File: config.mk
export PLATFORM = sky130hd
export DESIGN_NAME = regfile_write_arbiter
export DESIGN_NICKNAME = d
export VERILOG_FILES = /design/src/rtl/regfile_write_arbiter_pkg.sv /design/src/rtl/regfile_scoreboard.sv /design/src/rtl/regfile_write_arbiter.sv
export SDC_FILE = /design/constraint.sdc
export NUM_CORES = 1
export LEC_CHECK = 0
export ABC_CLOCK_PERIOD_IN_PS = 1800
export BUFFER_PORTS_ARGS = -buffer_cell sky130_fd_sc_hd__buf_4
export CORE_ASPECT_RATIO = 2
export CORE_MARGIN = 4
export CORE_UTILIZATION = 40
export CTS_BUF_LIST = sky130_fd_sc_hd__clkbuf_4
export DETAILED_ROUTE_END_ITERATION = 8
export PLACE_DENSITY = 0.78
export SLEW_MARGIN = 20
export SYNTH_ARGS = -nofsm -noshare
export SYNTH_HDL_FRONTEND = slang
export SYNTH_HIERARCHICAL = 1
export SYNTH_SLANG_ARGS = --single-unit
File: constraint.sdc
create_clock -name Clk -period 1.8 [get_ports Clk]
set_input_delay 0.09 -clock Clk [delete_from_list [all_inputs] [get_ports Clk]]
set_output_delay 0.09 -clock Clk [all_outputs]
set_load 0.03 [all_outputs]
File: src/rtl/regfile_write_arbiter_pkg.sv
// Shared constants and types for the register-file write path.
// The zero register is hardwired and never written or tracked.
package regfile_write_arbiter_pkg;

  localparam int NUM_REGS   = 32;
  localparam int REG_ADDR_W = 5;
  localparam int DATA_W     = 32;

  localparam logic [REG_ADDR_W-1:0] ZERO_REG = '0;

  typedef enum logic {
    GRANT_REQ0 = 1'b0,
    GRANT_REQ1 = 1'b1
  } grant_e;

endpackage

File: src/rtl/regfile_scoreboard.sv
// Pending-write scoreboard: one bit per register, set on issue, cleared on write.
// Set wins over clear on the same register in the same cycle.
module regfile_scoreboard
  import regfile_write_arbiter_pkg::*;
(
  input  logic                  clk,
  input  logic                  rst_n,
  input  logic                  set_valid,
  input  logic [REG_ADDR_W-1:0] set_rd,
  input  logic                  clr_valid,
  input  logic [REG_ADDR_W-1:0] clr_rd,
  input  logic [REG_ADDR_W-1:0] ra,
  input  logic [REG_ADDR_W-1:0] rb,
  output logic                  stall,
  output logic                  issue_err
);

  logic [NUM_REGS-1:0] pending_q;
  logic [NUM_REGS-1:0] pending_d;

  always_comb begin
    pending_d = pending_q;
    if (clr_valid && clr_rd != ZERO_REG) pending_d[clr_rd] = 1'b0;
    if (set_valid && set_rd != ZERO_REG) pending_d[set_rd] = 1'b1;
    pending_d[ZERO_REG] = 1'b0;
  end

  always_ff @(posedge clk or negedge rst_n) begin
    if (!rst_n) pending_q <= '0;
    else        pending_q <= pending_d;
  end

  // Both lookups use the registered state, so a clear shows up one cycle late.
  assign stall     = pending_q[ra] | pending_q[rb];
  assign issue_err = set_valid && (set_rd != ZERO_REG) && pending_q[set_rd];

endmodule

File: src/rtl/regfile_write_arbiter.sv
// Two-requester round-robin arbiter for the register-file write port,
// with a pending-write scoreboard for decode stall detection.
module regfile_write_arbiter
  import regfile_write_arbiter_pkg::*;
(
  input  logic                  Clk,
  input  logic                  resetl,
  input  logic                  req0_valid,
  input  logic [REG_ADDR_W-1:0] req0_rw,
  input  logic [DATA_W-1:0]     req0_data,
  input  logic                  req1_valid,
  input  logic [REG_ADDR_W-1:0] req1_rw,
  input  logic [DATA_W-1:0]     req1_data,
  output logic                  req0_ready,
  output logic                  req1_ready,
  output logic                  RegWr,
  output logic [REG_ADDR_W-1:0] RW,
  output logic [DATA_W-1:0]     BusW,
  input  logic                  issue_valid,
  input  logic [REG_ADDR_W-1:0] issue_rd,
  input  logic [REG_ADDR_W-1:0] RA,
  input  logic [REG_ADDR_W-1:0] RB,
  output logic                  stall,
  output logic                  issue_err
);

  grant_e                last_grant;
  logic                  accept;
  logic [REG_ADDR_W-1:0] sel_rw;
  logic [DATA_W-1:0]     sel_data;

  // On contention, the requester that did not win last time goes first.
  assign req0_ready = resetl && req0_valid && (!req1_valid || last_grant == GRANT_REQ1);
  assign req1_ready = resetl && req1_valid && (!req0_valid || last_grant == GRANT_REQ0);
  assign accept     = req0_ready | req1_ready;
  assign sel_rw     = req1_ready ? req1_rw   : req0_rw;
  assign sel_data   = req1_ready ? req1_data : req0_data;

  always_ff @(posedge Clk or negedge resetl) begin
    if (!resetl) begin
      last_grant <= GRANT_REQ1;
      RegWr      <= 1'b0;
      RW         <= '0;
      BusW       <= '0;
    end else if (accept) begin
      last_grant <= req1_ready ? GRANT_REQ1 : GRANT_REQ0;
      RegWr      <= (sel_rw != ZERO_REG);
      RW         <= sel_rw;
      BusW       <= sel_data;
    end else begin
      RegWr      <= 1'b0;
    end
  end

  regfile_scoreboard u_scoreboard (
    .clk       (Clk),
    .rst_n     (resetl),
    .set_valid (issue_valid),
    .set_rd    (issue_rd),
    .clr_valid (accept),
    .clr_rd    (sel_rw),
    .ra        (RA),
    .rb        (RB),
    .stall     (stall),
    .issue_err (issue_err)
  );

endmodule

After elaboration in Yosys (flattened, before gate mapping)
Cells that the tools add are included.
{ "totals": {"word_cells": 48, "reg_bits": 70, "output_inout_bits": 42, "input_bits": 94} }
{ "classes": {"n_lt_le_gt_ge": 6, "n_mux": 16, "n_reduce_logical": 15, "bitwise_logic": 6} }
{ "op_table": {"columns": ["op", "n"], "rows": [
  ["$mux 32", 3],
  ["$and 32x32->32", 1],
  ["$not 32->32", 1],
  ["$or 32x32->32", 1],
  ["$lt 5x6->1 const B", 4],
  ["$bmux 1 s5", 3],
  ["$demux 1 s5", 2],
  ["$ge 5x1->1 const B", 2],
  ["$reduce_bool 5->1", 2],
  ["$logic_and 1x1->1", 9],
  ["$mux 1", 7],
  ["$mux 5", 1],
  ["$logic_not 1->1", 2],
  ["$logic_or 1x1->1", 2],
  ["$or 1x1->1", 2],
  ["$not 1->1", 1]
]} }

Longest topological paths before layout
Gate-level depths: netlist of run 1.
{ "logic_depth": {"word_depth": 13, "mapped_depth": 9, "ltp_nobuf": 7} }

By module
The synthesis of run 1 kept the hierarchy.
{ "by_module_without_submodules": {"columns": ["module", "area_per_inst_um2", "instances", "seq_area_each_um2", "cells_per_inst"], "rows": [
  ["regfile_scoreboard", 2178.3, 1, 775.7, 205],
  ["regfile_write_arbiter", 1880.6, 1, 977.2, 161]
]} }

Worst setup path before layout of run 1
OpenSTA, ideal clock, no wires.
{ "synth_timing": {"kind": "register to register", "from": "register last_grant", "to": "register u_scoreboard.pending_q[4]", "required_time_ns": 1.669, "path_slack_ns": -0.151, "path_stages_with_launch": 9, "path_buffers": 2, "period_less_slack_ns": 1.951, "setup_time_ns": 0.131, "arrival_time_ns": 1.820, "cell_sequence": "dfstp_2 > and2_4 > buf_6 > buf_6 > o21ai_1 > nand2_1 > or3b_2 > o21ai_0 > o21ai_0"} }
{ "synth_via": {"elab_chain_len": 13, "word_cells_on_any_way": 19, "cone_classes": "order compare (2); mux (5); bitwise (5); reduce/logical (7)"} }
{ "synth_lines": {"columns": ["element", "line_no", "source"], "rows": [
  ["start: declaration", "regfile_write_arbiter.sv:27", "grant_e last_grant;"],
  ["start signal: assignment", "regfile_write_arbiter.sv:46", "last_grant <= req1_ready ? GRANT_REQ1 : GRANT_REQ0;"],
  ["$not 1->1 *", "regfile_write_arbiter.sv:34", "assign req1_ready = resetl && req1_valid && (!req0_valid || last_grant == GRANT_REQ0);"],
  ["$logic_or 1x1->1 *", "regfile_write_arbiter.sv:34", null],
  ["$logic_and 1x1->1 *", "regfile_write_arbiter.sv:34", null],
  ["$mux 5 *", "regfile_write_arbiter.sv:36", "assign sel_rw = req1_ready ? req1_rw : req0_rw;"],
  ["named net sel_rw[2]", "regfile_write_arbiter.sv:29", "logic [REG_ADDR_W-1:0] sel_rw;"],
  ["$lt 5x6->1 (implied by the code) / $ge 5x1->1 (equally long branches)", "regfile_scoreboard.sv:23", "if (clr_valid && clr_rd != ZERO_REG) pending_d[clr_rd] = 1'b0;"],
  ["$logic_and 1x1->1 (implied by the code)", "regfile_scoreboard.sv:23", null],
  ["$mux 1 (implied by the code)", "regfile_scoreboard.sv:23", null],
  ["$demux 1 s5", null, null],
  ["$not 32->32 (no line)", null, null],
  ["$and 32x32->32 (no line)", null, null],
  ["$mux 32 *", "regfile_scoreboard.sv:23", null],
  ["$or 32x32->32 (no line)", null, null],
  ["$mux 32 *", "regfile_scoreboard.sv:24", "if (set_valid && set_rd != ZERO_REG) pending_d[set_rd] = 1'b1;"],
  ["named net u_scoreboard.pending_d[4]", "regfile_scoreboard.sv:19", "logic [NUM_REGS-1:0] pending_d;"],
  ["end signal: assignment", "regfile_scoreboard.sv:30", "else pending_q <= pending_d;"],
  ["end: declaration", "regfile_scoreboard.sv:18", "logic [NUM_REGS-1:0] pending_q;"]
]} }
Mark *: on every way through the listed nets, which the timed path passes. The rest lies on a longest branch.
A chain may end at the register's enable or synchronous reset.

Final worst setup path of run 1
{ "layout_timing": {"from": "register u_scoreboard.pending_q[20]", "to": "output port stall"} }
{ "layout_via": {"elab_chain_len": 3, "word_cells_on_any_way": 5, "cone_classes": "mux (4); bitwise (1)"} }
{ "layout_lines": {"columns": ["element", "line_no", "source"], "rows": [
  ["$bmux 1 s5", "regfile_scoreboard.sv:34", "assign stall = pending_q[ra] | pending_q[rb];"],
  ["$mux 1 (implied by the code)", "regfile_scoreboard.sv:34", null],
  ["$or 1x1->1 *", "regfile_scoreboard.sv:34", null],
  ["end: declaration", "regfile_write_arbiter.sv:23", "output logic stall,"]
]} }
Mark *: on every way between the ends. The rest lies on a longest branch, timed or not. The select of a mux whose other input is x is not followed.

==> results of run 1 <==
how the worst max path moves through the flow:
| stage | end |
|---|---|
| 2_1_floorplan | u_scoreboard/pending_q[20] |
| 3_3_place_gp | stall |
| 3_5_place_dp | stall |
| 4_1_cts | stall |
| 5_1_grt | stall |
| 6_report | stall |
per-layer routing:
metal / GRT usage, % / up-vias / part of all wire [%]
met5: 0 / - / 0
met1: 28.8 / 2235 / 34
met3: 8.20 / 57 / 9.6
met4: 14.7 / 0 / 4.3
met2: 49.1 / 335 / 52
li1: - / 1960 / -
registers in the layout, summed over array words and instances (netlist names):
register / count
BusW: 32
u_scoreboard/pending_q: 31
RW: 5
RegWr: 1
last_grant: 1
where the power goes:
part	internal, uW	switching (uW)	leakage (uW)
Sequential	1910	284	0.000816
Combinational	1290	1220	0.00189
Clock	294	604	0.0000622
Total	3490	2110	0.00277
final cells by class:
class / instances / area share (%)
multi-input combinational: 269 / 34.6
timing repair buffer: 266 / 34.4
sequential: 70 / 26.6
tap: 132 / 2.51
clock buffer: 10 / 1.14
clock inverter: 6 / 0.588
inverter: 2 / 0.114
antenna: 1 / 0.0380
cells in the mapped netlist (2+ instances only):
cell type  instances
nor3b_1            2
a31oi_1            6
o32a_1            32
o21a_1            33
and3b_1            3
o21ai_0           63
clkbuf_1          10
a22oi_1            5
nand2_1           17
nor2_1            14
or3b_2             2
and3_1             2
and2_1             2
or4_1              2
mux2_2             4
buf_2              6
nand3_1           13
mux4_1             9
a32oi_1            2
buf_6              9
nor2b_1            6
mux4_2            10
o21ai_1            5
dfrtp_1           69
nand2b_1           4
nor3_1             2
mux2i_1            7
nand4_1            2
nand3b_1           6
tightest hold or removal path: stages:
cell,delay [ns]
buf_4,0.09
o32a_1,0.15
o21a_1,0.11
cells by family after synthesis:
kind of cell	share of synthesized area (%)
buffers and inverters	4.53
multiplexers	14.2
AO/OA/AOI/OAI	26.7
flip-flops	43.2
AND/OR/NAND/NOR	11.4
cells in the final DEF, fill, tap and decap left out, types with 6 or more instances in the layout:
master / n
o21ai_2: 8
a31oi_1: 6
mux2i_1: 7
o21ai_4: 6
buf_6: 14
clkbuf_4: 10
nand2_1: 11
nand3_1: 8
o32a_1: 32
mux4_2: 17
o21ai_1: 39
nor2_1: 13
nand3b_1: 6
dlygate4sd3_1: 76
o21a_1: 32
nand2_2: 6
nor2b_1: 6
dfrtp_1: 69
o21ai_0: 17
buf_4: 174
timing repair:
action | 4_1_cts | 5_1_grt
setup buffers | 9 | 11
gates cloned | 1 | 1
hold endpoints to repair | 112 | 70
endpoints found under the setup margin | 26 | 68
pin swaps | 6 | 18
hold buffers | 77 | 1
gates resized for setup | 20 | 77
metrics by stage:
| stage | power (uW) | setup slack [ns] | cells |
|---|---|---|---|
| floorplan | 3320 | 0.0117 | 366 |
| global placement | 4150 | -0.160 | 642 |
| detailed placement | 4230 | -0.201 | 642 |
| CTS | 5340 | -0.598 | 745 |
| global route | 5850 | -0.645 | 756 |
| finish | 5600 | -0.567 | 756 |
==> results.py, run 1 <==
metrics = {
    "final_layout": {
        "register_area_um2": 1750,
        "fin_util_pct": 67.1,
        "multiInputGateArea_um2": 2280,
        "nets": 712,
        "fill_cells": 700,
        "syn2layout_area_growth_pct": 62.4,
        "layout-drive-gt1-share_pct": 43.0,
        "fin_area_um2": 6590,
    },
    "floorplanning": {
        "start_util_pct": 41.3,
        "die_y_um": 150,
        "core_area_um2": 9830,
        "fp.dieArea_um2": 11900,
        "placement_rows": 51,
        "die_w_um": 79.2,
        "io_pins": 136,
    },
    "worst_setup_path": {
        "worstPathRequired_ns": 1.71,
        "cp_cell_sequence": "mux4_2 > a22oi_2 > o211ai_1 > or4_4 > buf_6",
        "arrival_ns": 2.28,
        "cp-end-kind": "output port",
        "worstSetupPathType": "flop to output port",
        "reg2regPathDepth": 7,
        "crit_start": "u_scoreboard/pending_q[20]",
        "cp_top_family": "simple AND/OR/NAND/NOR gates",
        "critPathLaunchType": "flop",
        "slowest_delay_ns": 0.49,
        "cp.depth": 5,
        "r2r_slack_ns": -0.06,
        "critical_path_buf_inv_count": 1,
        "crit_slowest_cell": "or4_4",
        "cp_max_fo": 3,
        "r2r_start": "last_grant",
        "r2r-end": "u_scoreboard/pending_q[7]",
    },
    "place": {
        "postPlaceCellArea_um2": 5360,
        "io_buffers": 135,
        "place_congestion": 0.882,
        "dp_hpwl_um": 10100,
    },
    "clock_network": {
        "ctsRootBufferMaster": "clkbuf_4",
        "clk_pin_slew_ns": 0.13,
        "clk_latency_ns": 0.42,
        "cts.path.max_buffers": 2,
        "cts_tree": "yes",
        "htree_levels": 3,
        "cts.sinks": 70,
        "cts_buffers": 9,
    },
    "timing": {
        "fin_setup_tns_ns": -1.44,
        "skew_ns": 0.0230,
        "slew_headroom_pct": 57.9,
        "fmax_mhz": 422,
        "setup_violations": 17,
        "hold_viol_final": 0,
        "fin_ws_ns": -0.567,
        "holdWs_ns": 0.0363,
        "period_needed_ns": 2.37,
        "period_share_pct": 132,
        "slew_violations": 0,
        "worstMarginPinSlew_ns": 0.632,
        "rsz0062_at_grt": "true",
    },
    "logic_synthesis": {
        "syn_area_per_cell_um2": 11.1,
        "yosys-top-cells-area": "dfrtp_1 (43%), o32a_1 (7.9%), o21ai_0 (7.8%)",
        "synthArstFlopShare_pct": 100,
        "netlist_area_um2": 4060,
        "yosysWarnings": 6,
        "ys_types": 48,
        "synth_nets": 460,
        "synth_seq_cells": 70,
        "synth_largest_area_cell": "dfrtp_1",
        "synth_top_area_share_pct": 42.5,
        "yosysSeqAreaShare_pct": 43.2,
        "syn_inst": 366,
        "synth-edff-count": 0,
        "ys.flop_type": "dfrtp_1",
    },
    "global_routing": {
        "grt_max_degree": 49,
        "first_global_vias": 4751,
        "grt_pass1_wl_um": 25100,
        "grt_util_all_layers_pct": 27.7,
        "antenna_found_initial": 1,
        "globalRouteOverflowTotal": 0,
    },
    "route": {
        "firstDrtPassIters": 5,
        "wire_per_inst_um": 22.3,
        "drt_iter0_drc": 400,
        "vias_per_cell": 6.07,
        "vias": 4587,
        "wl_um": 16900,
        "ant_nets": 0,
        "drc": 0,
    },
    "power_and_ir_drop": {
        "leakagePower_uw": 0.00277,
        "power.density_nw_per_um2": 849,
        "peakVddDrop_mv": 0.549,
    },
    "job": {
        "max_cap_viol_count": 0,
    },
    "outcome": {
        "outcome": "complete, but fails checks",
        "violations": "setup timing",
    },
    "worst_hold_path": {
        "hold_path_depth": 3,
        "hold_class": "input port to flop",
        "min-delay-start": "req1_data[3]",
        "min_to": "BusW[3]",
    },
}
Power figures use the tool's default switching activity.
==> run 2, diff against run 1 <==
- BUFFER_PORTS_ARGS: -buffer_cell sky130_fd_sc_hd__buf_4 -> -buffer_cell sky130_fd_sc_hd__buf_2
==> run 2 against run 1 <==
- cell count down 0.26%
- the run still ends with setup timing left
- cell area decreased by 3.5%
- via count about the same
- critical path type unchanged
==> results.py, run 2 (same netlist as run 1, synthesis figures left out) <==
metrics = {
    "floorplanning": {
        "io_pins": 136,
        "die_w_um": 79.2,
        "core_area_um2": 9830,
        "fp.dieArea_um2": 11900,
        "placement_rows": 51,
        "start_util_pct": 41.3,
        "die_y_um": 150,
    },
    "clock_network": {
        "cts_tree": "yes",
        "ctsRootBufferMaster": "clkbuf_4",
        "clk_latency_ns": 0.43,
        "cts.sinks": 70,
        "cts_buffers": 9,
        "htree_levels": 3,
        "cts.path.max_buffers": 2,
        "clk_pin_slew_ns": 0.14,
    },
    "final_layout": {
        "fin_cells": 754,
        "layout-drive-gt1-share_pct": 44.1,
        "nets": 710,
        "reg.largest.list": "BusW x32, u_scoreboard/pending_q x31, RW x5",
        "final_common_cell": "buf_2",
        "largest_register_ffs": 32,
        "register_area_um2": 1750,
        "fill_cells": 745,
        "multiInputGateArea_um2": 2290,
        "layout_common_cells": "buf_2 (131), dlygate4sd3_1 (71), dfrtp_1 (69)",
        "top_register": "BusW",
        "syn2layout_area_growth_pct": 56.8,
    },
    "global_routing": {
        "antenna_found_initial": 1,
        "grt_util_all_layers_pct": 28.0,
        "grt_max_degree": 54,
        "grt_pass1_wl_um": 25500,
        "globalRouteOverflowTotal": 0,
        "first_global_vias": 4940,
    },
    "power_and_ir_drop": {
        "p_sw_uw": 2120,
        "p_int_uw": 3660,
        "power.density_nw_per_um2": 907,
        "peakVddDrop_mv": 0.688,
        "pwr-share-comb_pct": 41.7,
        "power_frac_clock_pct": 20.3,
        "leakagePower_uw": 0.00269,
        "seqPwrFrac_pct": 38.0,
        "swShare_pct": 36.6,
    },
    "timing": {
        "hold_viol_final": 0,
        "skew_ns": 0.0210,
        "setup_violations": 32,
        "fin_setup_tns_ns": -2.08,
        "period_share_pct": 133,
        "slew_violations": 0,
        "slew_headroom_pct": 54.2,
        "fin_ws_ns": -0.596,
        "rsz0062_at_grt": "true",
        "worstMarginPinSlew_ns": 0.687,
        "fmax_mhz": 417,
        "period_needed_ns": 2.40,
    },
    "place": {
        "place_congestion": 0.914,
        "io_buffers": 135,
        "pre_cts_slack_ns": -0.218,
        "dp.cells": 647,
        "dp_hpwl_um": 10200,
    },
    "worst_setup_path": {
        "slowest_delay_ns": 0.55,
        "worstSetupPathType": "flop to output port",
        "worstPathRequired_ns": 1.71,
        "crit_slowest_cell": "mux4_1",
        "critPathLaunchType": "flop",
        "arrival_ns": 2.31,
        "cp_cell_sequence": "mux4_1 > a32oi_1 > o41ai_1 > or4_4 > buf_6",
        "cp_max_fo": 4,
        "cp-end-kind": "output port",
    },
    "route": {
        "vias": 4589,
        "drt_iter0_drc": 329,
        "ant_nets": 0,
        "vias_per_cell": 6.09,
        "firstDrtPassIters": 5,
        "wl_um": 16500,
        "drc": 0,
        "wire_per_inst_um": 21.9,
    },
    "outcome": {
        "outcome": "complete, but fails checks",
        "violations": "setup timing",
    },
    "job": {
        "max_cap_viol_count": 0,
    },
    "worst_hold_path": {
        "hold_class": "input port to flop",
    },
}
[run 2: changes by cell type in the layout (fill, tap and decap cells not counted), sizes merged]
cell,change
bufinv,+2
bufbuf,+1
dlygate4sd3,-5
clkinvlp,+2
buf,+4
clkbuf,-2
o21ai,-1
clkinv,-3
[run 2: area by class of cell]
type,instances,share of cell area [%]
well taps,132,2.60
multi-input cells,268,36.0
clock buffers,9,1.06
diodes,1,0.0393
flip-flops and latches,70,27.5
repair buffers,265,31.1
inverters,2,0.157
clock inverters,7,1.55
[run 2: worst max-delay path: cells and delay by family, from the launching register on]
kind	cells	cell delay, ns
multiplexers	1	0.55
flip-flops	1	0.44
AND/OR/NAND/NOR	1	0.42
AO/OA/AOI/OAI	2	0.33
buffers and inverters	1	0.15
[run 2: power by group through the flow]
stage                     Combinational, uW  Sequential, uW  Clock (uW)
final                                  2400            2190        1170
after global routing                   2550            2220        1270
after CTS                              2180            2150        1200
after detailed placement               1930            2180           0
after global placement                 1870            2140           0
after floorplan                         939            2390           0
[run 2: metal layers]
metal | part of all wire [%] | GRT usage [%]
met5 | 0 | 0
met3 | 8.5 | 7.49
met1 | 33 | 29.1
met2 | 51 | 48.6
met4 | 6.8 | 18.2
[run 2: per-stage QoR]
stage          total power, uW  utilization (%)  area (um^2)  hold slack [ns]
3_5_place_dp              4110             51.6         5070            0.133
5_1_grt                   6040             64.8         6360          0.00240
3_3_place_gp              4010             51.6         5070            0.122
6_report                  5770             64.8         6360           0.0270
2_1_floorplan             3320                -         4080           -0.206
4_1_cts                   5540             62.3         6120          0.00568
[run 2: path summary, 6_finish.rpt]
| path | slack, ns | depth (start not counted) | endpoint | startpoint |
|---|---|---|---|---|
| worst max-delay path | -0.60 | 5 | stall | u_scoreboard/pending_q[17] |
| worst min-delay path | 0.03 | 3 | BusW[26] | req1_data[26] |
| worst max register to register | -0.16 | 7 | u_scoreboard/pending_q[16] | last_grant |
| worst min register to register | 0.57 | 2 | u_scoreboard/pending_q[24] | u_scoreboard/pending_q[24] |
| max in group asynchronous | 0.84 | 3 | u_scoreboard/pending_q[30] | resetl |
| min in group asynchronous | 0.25 | 3 | RW[3] | resetl |
[run 2: timing repair]
action                                  CTS  global route
endpoints found under the setup margin   21            68
pin swaps                                 8            28
hold buffers                             71             1
hold endpoints to repair                109            70
resized for setup                        33            96
buffers inserted                         10            10
cloned                                    1             0
